<file path="src/rtl/fft_power_seq_pkg.sv">
// fft_power_seq_pkg: shared constants, state encoding and MAC step decode
package fft_power_seq_pkg;

    localparam int NBINS  = 32;
    localparam int NOUT   = 17;
    localparam int NSTEPS = 64;

    typedef enum logic [1:0] {IDLE, COMP, EMIT} state_t;

    typedef struct packed {
        logic [4:0] bin;
        logic       imag;
        logic       mirror;
        logic       first;
    } step_t;

    // Bins 0 and 16 take two terms (r, i); bins 1..15 take four (r_k, i_k, r_32-k, i_32-k)
    function automatic step_t step_dec(input logic [5:0] s);
        step_t      d;
        logic [5:0] t;
        logic       edge_bin;
        t        = s - 6'd2;
        edge_bin = (s < 6'd2) || (s >= 6'd62);
        d.bin    = (s < 6'd2) ? 5'd0 : (s >= 6'd62) ? 5'd16 : 5'(t[5:2]) + 5'd1;
        d.imag   = s[0];
        d.mirror = !edge_bin && t[1];
        d.first  = edge_bin ? !s[0] : (t[1:0] == 2'd0);
        return d;
    endfunction

endpackage

</file>
<file path="src/rtl/fft_power_seq_sq_acc.sv">
// fft_sq_acc: signed square of one sample added to a selectable accumulator base
module fft_sq_acc #(
    parameter int W  = 4,
    parameter int AW = 2*W+1
) (
    input  logic signed [W-1:0]  x_i,
    input  logic        [AW-1:0] acc_i,
    input  logic                 first_i,
    output logic        [AW-1:0] sum_o
);

    logic signed [2*W-1:0] xe;
    logic signed [2*W-1:0] sq;

    assign xe    = {{W{x_i[W-1]}}, x_i};
    assign sq    = xe * xe;
    assign sum_o = (first_i ? '0 : acc_i) + AW'($unsigned(sq));

endmodule

</file>
<file path="src/rtl/fft_power_seq.sv">
// fft_power_seq: time-multiplexed averaged one-sided power of a 32-bin FFT frame
module fft_power_seq
    import fft_power_seq_pkg::*;
#(
    parameter int W        = 4,
    parameter int AVG_LOG2 = 2
) (
    input  logic               clk,
    input  logic               arst,
    input  logic               clr,
    input  logic               frm_valid,
    output logic               frm_ready,
    input  logic [NBINS*W-1:0] fft_r,
    input  logic [NBINS*W-1:0] fft_i,
    output logic               pwr_valid,
    input  logic               pwr_ready,
    output logic [2*W+2:0]     pwr_data,
    output logic [4:0]         pwr_idx,
    output logic               pwr_last,
    output logic               busy
);

    localparam int AW = 2*W+1+AVG_LOG2;
    localparam int FW = AVG_LOG2 > 0 ? AVG_LOG2 : 1;
    localparam int DW = 2*W+3;
    localparam logic [FW-1:0] FLAST = FW'((1 << AVG_LOG2) - 1);
    localparam logic [4:0]    ILAST = 5'(NOUT-1);

    state_t               state_q, state_d;
    logic [5:0]           step_q, step_d;
    logic [FW-1:0]        fcnt_q, fcnt_d;
    logic [4:0]           idx_q, idx_d;
    logic                 frm_ready_q, frm_ready_d;
    logic                 pwr_valid_q, pwr_valid_d;
    logic [DW-1:0]        pwr_data_q, pwr_data_d;
    logic                 pwr_last_q, pwr_last_d;
    logic                 busy_q, busy_d;
    logic [NBINS*W-1:0]   buf_r_q, buf_i_q;
    logic [AW-1:0]        acc_q [NOUT];
    step_t                dec;
    logic [4:0]           src;
    logic signed [W-1:0]  x;
    logic [AW-1:0]        sum;
    logic                 accept;
    logic                 emit_hs;

    assign dec     = step_dec(step_q);
    assign src     = dec.mirror ? 5'(NBINS - int'(dec.bin)) : dec.bin;
    assign x       = dec.imag ? buf_i_q[src*W +: W] : buf_r_q[src*W +: W];
    assign accept  = frm_valid && frm_ready_q && !clr;
    assign emit_hs = pwr_valid_q && pwr_ready;

    // The first term of a bin in the first frame of a set overwrites stale accumulator contents
    fft_sq_acc #(.W(W), .AW(AW)) u_mac (
        .x_i    (x),
        .acc_i  (acc_q[dec.bin]),
        .first_i(dec.first && fcnt_q == '0),
        .sum_o  (sum)
    );

    // Next-state and registered-output decode; clr overrides everything including a handshake
    always_comb begin
        state_d = state_q;
        step_d  = step_q;
        fcnt_d  = fcnt_q;
        idx_d   = idx_q;
        if (clr) begin
            state_d = IDLE;
            step_d  = '0;
            fcnt_d  = '0;
            idx_d   = '0;
        end else if (state_q == IDLE) begin
            state_d = accept ? COMP : IDLE;
            step_d  = '0;
        end else if (state_q == COMP) begin
            step_d = step_q + 6'd1;
            if (step_q == 6'(NSTEPS-1)) begin
                state_d = fcnt_q == FLAST ? EMIT : IDLE;
                fcnt_d  = fcnt_q == FLAST ? fcnt_q : fcnt_q + 1'b1;
                idx_d   = '0;
            end
        end else if (emit_hs) begin
            state_d = idx_q == ILAST ? IDLE : EMIT;
            fcnt_d  = idx_q == ILAST ? '0 : fcnt_q;
            idx_d   = idx_q == ILAST ? '0 : idx_q + 1'b1;
        end
        frm_ready_d = state_q == IDLE && state_d == IDLE;
        pwr_valid_d = state_q == EMIT && state_d == EMIT;
        pwr_data_d  = pwr_valid_d ? DW'(acc_q[idx_d] >> AVG_LOG2) : '0;
        pwr_last_d  = pwr_valid_d && idx_d == ILAST;
        busy_d      = state_d != IDLE;
    end

    // Control state and registered outputs
    always_ff @(posedge clk or posedge arst) begin
        if (arst) begin
            state_q     <= IDLE;
            step_q      <= '0;
            fcnt_q      <= '0;
            idx_q       <= '0;
            frm_ready_q <= 1'b0;
            pwr_valid_q <= 1'b0;
            pwr_data_q  <= '0;
            pwr_last_q  <= 1'b0;
            busy_q      <= 1'b0;
        end else begin
            state_q     <= state_d;
            step_q      <= step_d;
            fcnt_q      <= fcnt_d;
            idx_q       <= idx_d;
            frm_ready_q <= frm_ready_d;
            pwr_valid_q <= pwr_valid_d;
            pwr_data_q  <= pwr_data_d;
            pwr_last_q  <= pwr_last_d;
            busy_q      <= busy_d;
        end
    end

    // Frame capture and per-bin accumulation
    always_ff @(posedge clk) begin
        if (accept) begin
            buf_r_q <= fft_r;
            buf_i_q <= fft_i;
        end
        if (state_q == COMP && !clr) acc_q[dec.bin] <= sum;
    end

    assign frm_ready = frm_ready_q;
    assign pwr_valid = pwr_valid_q;
    assign pwr_data  = pwr_data_q;
    assign pwr_idx   = idx_q;
    assign pwr_last  = pwr_last_q;
    assign busy      = busy_q;

endmodule

</file>
<file path="config.mk">
export PLATFORM = sky130hd
export DESIGN_NAME = fft_power_seq
export DESIGN_NICKNAME = d
export VERILOG_FILES = /design/src/rtl/fft_power_seq_pkg.sv /design/src/rtl/fft_power_seq_sq_acc.sv /design/src/rtl/fft_power_seq.sv
export SDC_FILE = /design/constraint.sdc
export NUM_CORES = 1
export LEC_CHECK = 0
export CAP_MARGIN = 20
export CORE_UTILIZATION = 56
export DETAILED_ROUTE_END_ITERATION = 16
export PLACE_DENSITY_LB_ADDON = 0.05
export SETUP_SLACK_MARGIN = 0.05
export SYNTH_ARGS = -nofsm -noshare
export SYNTH_HDL_FRONTEND = slang
export SYNTH_SLANG_ARGS = --single-unit
</file>
<file path="constraint.sdc">
create_clock -name clk -period 17.3 [get_ports clk]
set_input_delay 2.595 -clock clk [delete_from_list [all_inputs] [get_ports clk]]
set_output_delay 2.595 -clock clk [all_outputs]
set_load 0.005 [all_outputs]
</file>
==> run summary, run 1 <==
Status = finished clean
Initial antenna violation count = 4
MaxCap Viol Count = 0
Fill cell count = 2,604
Tot Pwr = 2.89 mW
Critical Path Stages = 31
EDFF count, synth = 443
PostCTS Resize Cnt = 0
Largest net degree at the start of global routing = 183
Startpoint Class = flip-flop
Die width = 198 µm
CP endpoint kind = flip-flop
IO Pins = 281
Global-route wire length before repair = 84,400 µm
Worst VDD drop = 0.0866 mV
Clock Tree Root = clkbuf_16
Delay of the slowest critical-path stage = 0.77 ns
Ys flop type = edfxtp_1
YS warnings = 0
Leak = 8.95 nW
Setup violations, final = 0
Clk_skew = 0.0159 ns
Yosys reg bits = 471
Clk buf depth = 3
Worst min path class = reg -> reg
F_max = 99.2 MHz
Number of global-route vias before repair = 14.6k
Sequential area share after synthesis = 65.4%
Detail-routed net length per standard cell = 23.8 µm
CP Buf/Inv Count = 7
Async set-or-reset flop fraction in the synthesized netlist = 5.94%
R2r endpoint = acc_q[2][9]
Setup TNS = 0 ns
Core area = 0.0377 mm²
Crit path max-delay family = adder cells
Setup WS pre-CTS = 6.65 ns
CP arrival = 10.53 ns
HPWL Detailed = 35,900 µm
Synth-to-layout area growth = 23.3%
RSZ-0062 raised after global routing = no
Post-CTS Setup Inserts = 0
Slew headroom = 23.2%
CP max-delay cell = ha_2
Final Wtd Congestion = 0.892
Die footprint = 0.0390 mm²
DR pass1 iterations = 7
Tot GR Track Use = 29.2%
Post-route clock period utilization = 58.3%
H-tree depth = 2
Worst skew pair latency = 0.60 ns
Share of post-route cells with drive strength above 1 = 12.2%
Worst path required time = 17.75 ns
Endpoints failing hold = 0
Row count = 71
Via density = 6.19
Nets = 2,072
Crit path from = step_q[1]
P per Cell Area = 110 mW/mm²
Fin crit period = 10.08 ns
Final Max Slew Viols = 0
CP Max Fanout = 31
Final setup margin = 7.22 ns
Mapped Avg Cell Area = 14.3 µm²
Initial core utilization = 56.9%
Cells on worst reg2reg path = 31
CTS Buf Count = 50
Crit path to = acc_q[2][9]
DRC viols = 0
PortBufs = 278
Post-synthesis cell type count = 89
Sink Count = 471
Die H = 198 µm
Vias = 14.4k
Worst R2R Setup Slack = 7.22 ns
R2r startpoint = step_q[1]
Actual slew at the worst max-slew pin = 1.15 ns
Cell area after synthesis = 0.0214 mm²
Total Wirelength = 55,500 µm
Cells after Synth = 1,502
CTS Hold Buffers Added = 0
Clock slew seen by the registers of the worst setup and hold paths = 0.06 ns
Crit path kind = reg -> reg
TritonCTS clock tree = done
Grt ovf = 0
DRT iter0 DRCs = 1,497
Final ANT Viol Nets = 0
Worst hold slack = 0.540 ns
## layout by cell type, fill, tap and decap left out, drive strengths merged, types with 34 or more instances in the layout
master / count
a21oi: 35
and3: 36
buf: 36
clkbuf: 69
clkdlybuf4s50: 278
edfxtp: 443
inv: 34
mux2i: 52
mux4: 53
nand2: 178
nand3: 63
nor2: 85
## layout make-up
cell class	count	area [µm²]	area share [%]
repair buffers	315	3080	11.7
diodes	4	10.0	0.0379
well taps	511	639	2.42
inverters	33	124	0.469
clock buffers	68	1390	5.27
multi-input cells	901	6930	26.2
flip-flops and latches	471	14000	53.1
clock inverters	25	223	0.844
## worst min path at each step
stage	startpoint	endpoint	slack (ns)	cells after the start
2_1_floorplan	fcnt_q[1]	fcnt_q[1]	0.48	2
3_5_place_dp	fcnt_q[1]	fcnt_q[1]	0.53	2
3_3_place_gp	fcnt_q[1]	fcnt_q[1]	0.50	2
5_1_grt	fcnt_q[1]	fcnt_q[1]	0.56	2
4_1_cts	fcnt_q[1]	fcnt_q[1]	0.54	2
6_report	fcnt_q[1]	fcnt_q[1]	0.54	2
## flip-flops by register name, indices dropped and copies added (netlist names)
| name | flops |
|---|---|
| acc_q | 187 |
| buf_i_q | 128 |
| buf_r_q | 128 |
| pwr_data | 9 |
| step_q | 6 |
| pwr_idx | 5 |
| fcnt_q | 2 |
| state_q | 2 |
| busy | 1 |
| frm_ready | 1 |
| pwr_last | 1 |
| pwr_valid | 1 |
## metal layers
layer  vias to the layer above  track usage (%)  routed length (µm)
li1                       6445                -                   -
met1                      7015             38.0               21500
met2                       808             47.3               26500
met3                       141             6.90                5640
met4                         0             12.2                1830
met5                         -                0                   0
## cells by family (layout without fill, tap and decap cells)
group                    Yosys count  after routing  synth area share, %
multiplexers                     116            116                 8.64
XOR/XNOR                          20             20                0.853
buffers and inverters            131            441                 2.62
other                              1              6               0.0175
adder cells (fa/ha/maj)           39             39                 2.49
flip-flops                       471            471                 65.4
AO/OA/AOI/OAI                    288            288                 10.5
AND/OR/NAND/NOR                  436            436                 9.52
## tightest hold or removal path: stages, from the launching register on
cell and delay, ns:
dfrtp_1 0.38, nand2_1 0.06, o21ai_0 0.07
## synthesized netlist by cell type (all sizes together) (4+ instances only)
| library cell | n | area (µm²) |
|---|---|---|
| edfxtp | 443 | 13300 |
| nand2 | 178 | 668 |
| nor2 | 85 | 319 |
| nand3 | 63 | 315 |
| clkbuf | 54 | 203 |
| mux4 | 53 | 1190 |
| mux2i | 52 | 533 |
| buf | 44 | 234 |
| and3 | 36 | 225 |
| a21oi | 35 | 183 |
| ha | 33 | 413 |
| inv | 33 | 124 |
| a211oi | 32 | 245 |
| dfrtp | 28 | 701 |
| a221oi | 26 | 251 |
| o21ai | 24 | 120 |
| a31oi | 21 | 131 |
| o311ai | 19 | 166 |
| a22oi | 17 | 133 |
| a311oi | 17 | 149 |
| o211ai | 17 | 146 |
| o221ai | 16 | 140 |
| nor2b | 14 | 87.6 |
| o22ai | 14 | 93.8 |
| xnor2 | 14 | 130 |
| nor3 | 12 | 76.3 |
| mux2 | 11 | 124 |
| o22a | 10 | 87.6 |
| a21o | 8 | 60.1 |
| and2 | 7 | 43.8 |
| nand2b | 7 | 51.3 |
| or2 | 7 | 46.3 |
| or3 | 7 | 43.8 |
| fa | 6 | 120 |
| xor2 | 6 | 52.6 |
| a32oi | 5 | 70.1 |
| nand4bb | 4 | 45.0 |
| nor4 | 4 | 25.0 |
## power by group
| group | internal, mW | switching [mW] |
|---|---|---|
| clock network | 0.608 | 0.436 |
| logic | 0.180 | 0.247 |
| registers | 1.41 | 0.0134 |
## per-stage QoR
stage | instance area, µm² | cells | util, %
2_1_floorplan | 21400 | 1503 | -
3_3_place_gp | 24700 | 2224 | 65.6
3_5_place_dp | 24700 | 2224 | 65.6
4_1_cts | 26300 | 2317 | 69.9
5_1_grt | 26400 | 2328 | 70.1
6_report | 26400 | 2328 | 70.1
Note: power is estimated with default switching activity, not from simulation.
==> inputs of run 2 (changes only) <==
Settings changed: CORE_UTILIZATION 56 to 50.
Clock period 17.3 ns to 9.09 ns, I/O delays scaled along.
==> run 2 against run 1 <==
Fmax rose by 18%. Clock skew is 0.0017 ns higher. Flip-flop and latch count stayed put. Combinational power is 96% higher. Cell area up 0.87%. Worst setup slack got worse by 6.6 ns. Critical endpoint is now acc_q[4][9]. Largest cell class unchanged.
==> run summary, run 2 (same netlist as run 1, synthesis figures left out) <==
Status = finished clean (unchanged)
F_max = 117 MHz (was 99.2 MHz)
Final Non-Filler Cells = 2,369 (was 2,328)
Tot GR Track Use = 26.9% (was 29.2%)
Worst VDD drop = 0.190 mV (was 0.0866 mV)
CTS Buf Count = 49 (was 50)
HP Start = fcnt_q[1] (unchanged)
Worst min path class = reg -> reg (unchanged)
DR pass1 iterations = 6 (was 7)
Most frequent cells in the layout = edfxtp_1 (443), clkdlybuf4s50_1 (278), nand2_1 (178), nor2_1 (72), nand3_1 (63) (unchanged)
Setup violations, final = 0 (unchanged)
H-tree depth = 2 (unchanged)
Clk buf depth = 3 (unchanged)
Clock slew seen by the registers of the worst setup and hold paths = 0.06 ns (about the same)
Actual slew at the worst max-slew pin = 1.16 ns (was 1.15 ns)
MaxCap Viol Count = 0 (unchanged)
Setup TNS = 0 ns (unchanged)
Post-route cell area = 0.0266 mm² (was 0.0264 mm²)
Area post-placement = 0.0249 mm² (was 0.0247 mm²)
Initial antenna violation count = 1 (was 4)
Die footprint = 0.0437 mm² (was 0.0390 mm²)
Most common cell after layout, fill and taps aside = edfxtp_1 (unchanged)
HPWL Detailed = 38,100 µm (was 35,900 µm)
M2 GR Usage = 44.5% (was 47.3%)
Core area = 0.0421 mm² (was 0.0377 mm²)
CP max-delay cell = fa_1 (was ha_2)
Vias = 14.4k (about the same)
DRC viols = 0 (unchanged)
Sink Count = 471 (unchanged)
Post-route clock period utilization = 93.7% (was 58.3%)
Synth-to-layout area growth = 24.3% (was 23.3%)
Final Wtd Congestion = 0.880 (was 0.892)
R2r startpoint = step_q[1] (unchanged)
Setup WS pre-CTS = 0.233 ns (was 6.65 ns)
Worst hold slack = 0.507 ns (was 0.540 ns)
Total Wirelength = 58,300 µm (was 55,500 µm)
IO Pins = 281 (unchanged)
Share of post-route cells with drive strength above 1 = 13.3% (was 12.2%)
DRT iter0 DRCs = 1,509 (was 1,497)
Crit path kind = reg -> reg (unchanged)
RSZ-0062 raised after global routing = no (unchanged)
Endpoints failing hold = 0 (unchanged)
GR Util met1 = 35.9% (was 38.0%)
Startpoint Class = flip-flop (unchanged)
Final ANT Viol Nets = 0 (unchanged)
Largest register FFs = 187 (unchanged)
Die H = 209 µm (was 198 µm)
CP Max Fanout = 20 (was 31)
Largest registers = acc_q: 187 flops, buf_i_q: 128 flops, buf_r_q: 128 flops (unchanged)
Via density = 6.08 (was 6.19)
Leak = 9.07 nW (was 8.95 nW)
Worst path required time = 9.43 ns (was 17.75 ns)
Delay of the slowest critical-path stage = 0.54 ns (was 0.77 ns)
Grt ovf = 0 (unchanged)
Global-route wire length before repair = 87,300 µm (was 84,400 µm)
Tot Pwr = 5.53 mW (was 2.89 mW)
Die width = 209 µm (was 198 µm)
Number of global-route vias before repair = 14.4k (was 14.6k)
Placed Cells = 2,271 (was 2,224)
Worst skew pair latency = 0.59 ns (was 0.60 ns)
Clk_skew = 0.0176 ns (was 0.0159 ns)
Slew headroom = 22.9% (was 23.2%)
Antenna Cells = 0 (was 4)
Final setup margin = 0.574 ns (was 7.22 ns)
Global route hottest layer = met2 (unchanged)
P per Cell Area = 208 mW/mm² (was 110 mW/mm²)
Largest reg by FF count = acc_q (unchanged)
CP arrival = 8.86 ns (was 10.53 ns)
TritonCTS clock tree = done (unchanged)
Clock Tree Root = clkbuf_16 (unchanged)
Final Max Slew Viols = 0 (unchanged)
Crit path from = step_q[1] (unchanged)
Fin util = 63.2% (was 70.1%)
PortBufs = 278 (unchanged)
Nets = 2,090 (was 2,072)
Detail-routed net length per standard cell = 24.6 µm (was 23.8 µm)
Largest net degree at the start of global routing = 181 (was 183)
Row count = 75 (was 71)
Met3 usage = 5.32% (was 6.90%)
Initial core utilization = 50.8% (was 56.9%)
Fin crit period = 8.52 ns (was 10.08 ns)
CP endpoint kind = flip-flop (unchanged)
-- run 2: cell count changes in the layout (fill, tap and decap cells not counted), sizes merged --
cell / delta
buf: +20
clkinv: -8
clkbuf: +4
diode: -4
clkinvlp: +1
-- run 2: layout make-up --
cell class,instances,area (µm²)
Multi-Input combinational cell,901,6960
Tap cell,539,674
Sequential cell,471,14000
Clock buffer,73,1410
Clock inverter,18,190
Fill cell,3176,15500
Inverter,33,124
Timing Repair Buffer,334,3260
-- run 2: routing by layer --
layer  part of all wire (%)  up-vias
met5                  0.027        -
met4                    2.7        2
met3                    8.4      109
met2                     48      691
met1                     40     7100
li1                       -     6491
-- run 2: timing repair --
action                     CTS  global route
buffers inserted             0             3
hold buffers                 0             0
setup endpoints to repair    0            50
resized for setup            0             2
-- run 2: critical path, delay by kind of cell, from the launching register on --
kind	cells	cell delay [ns]
AOI/OAI and AO/OA	3	0.75
adders and majority gates	8	2.92
DFF	1	0.34
buffers and inverters	6	0.81
and+or+nand+nor	8	1.87
muxes	3	0.88
xor gates and xnor gates	4	0.68
-- run 2: worst paths after layout --
| kind | to | slack [ns] | cells past startpoint |
|---|---|---|---|
| max | acc_q[4][9] | 0.57 | 32 |
| min | fcnt_q[1] | 0.51 | 2 |
| max reg2reg | acc_q[4][9] | 0.57 | 32 |
| min reg2reg | fcnt_q[1] | 0.51 | 2 |
| max in group asynchronous | step_q[0] | 7.59 | 3 |
| min in group asynchronous | frm_ready | 1.17 | 3 |
-- run 2: where the power goes --
group	switching, mW	internal [mW]
logic	0.493	0.347
registers	0.0191	2.68
clock network	0.832	1.16
total	1.34	4.18
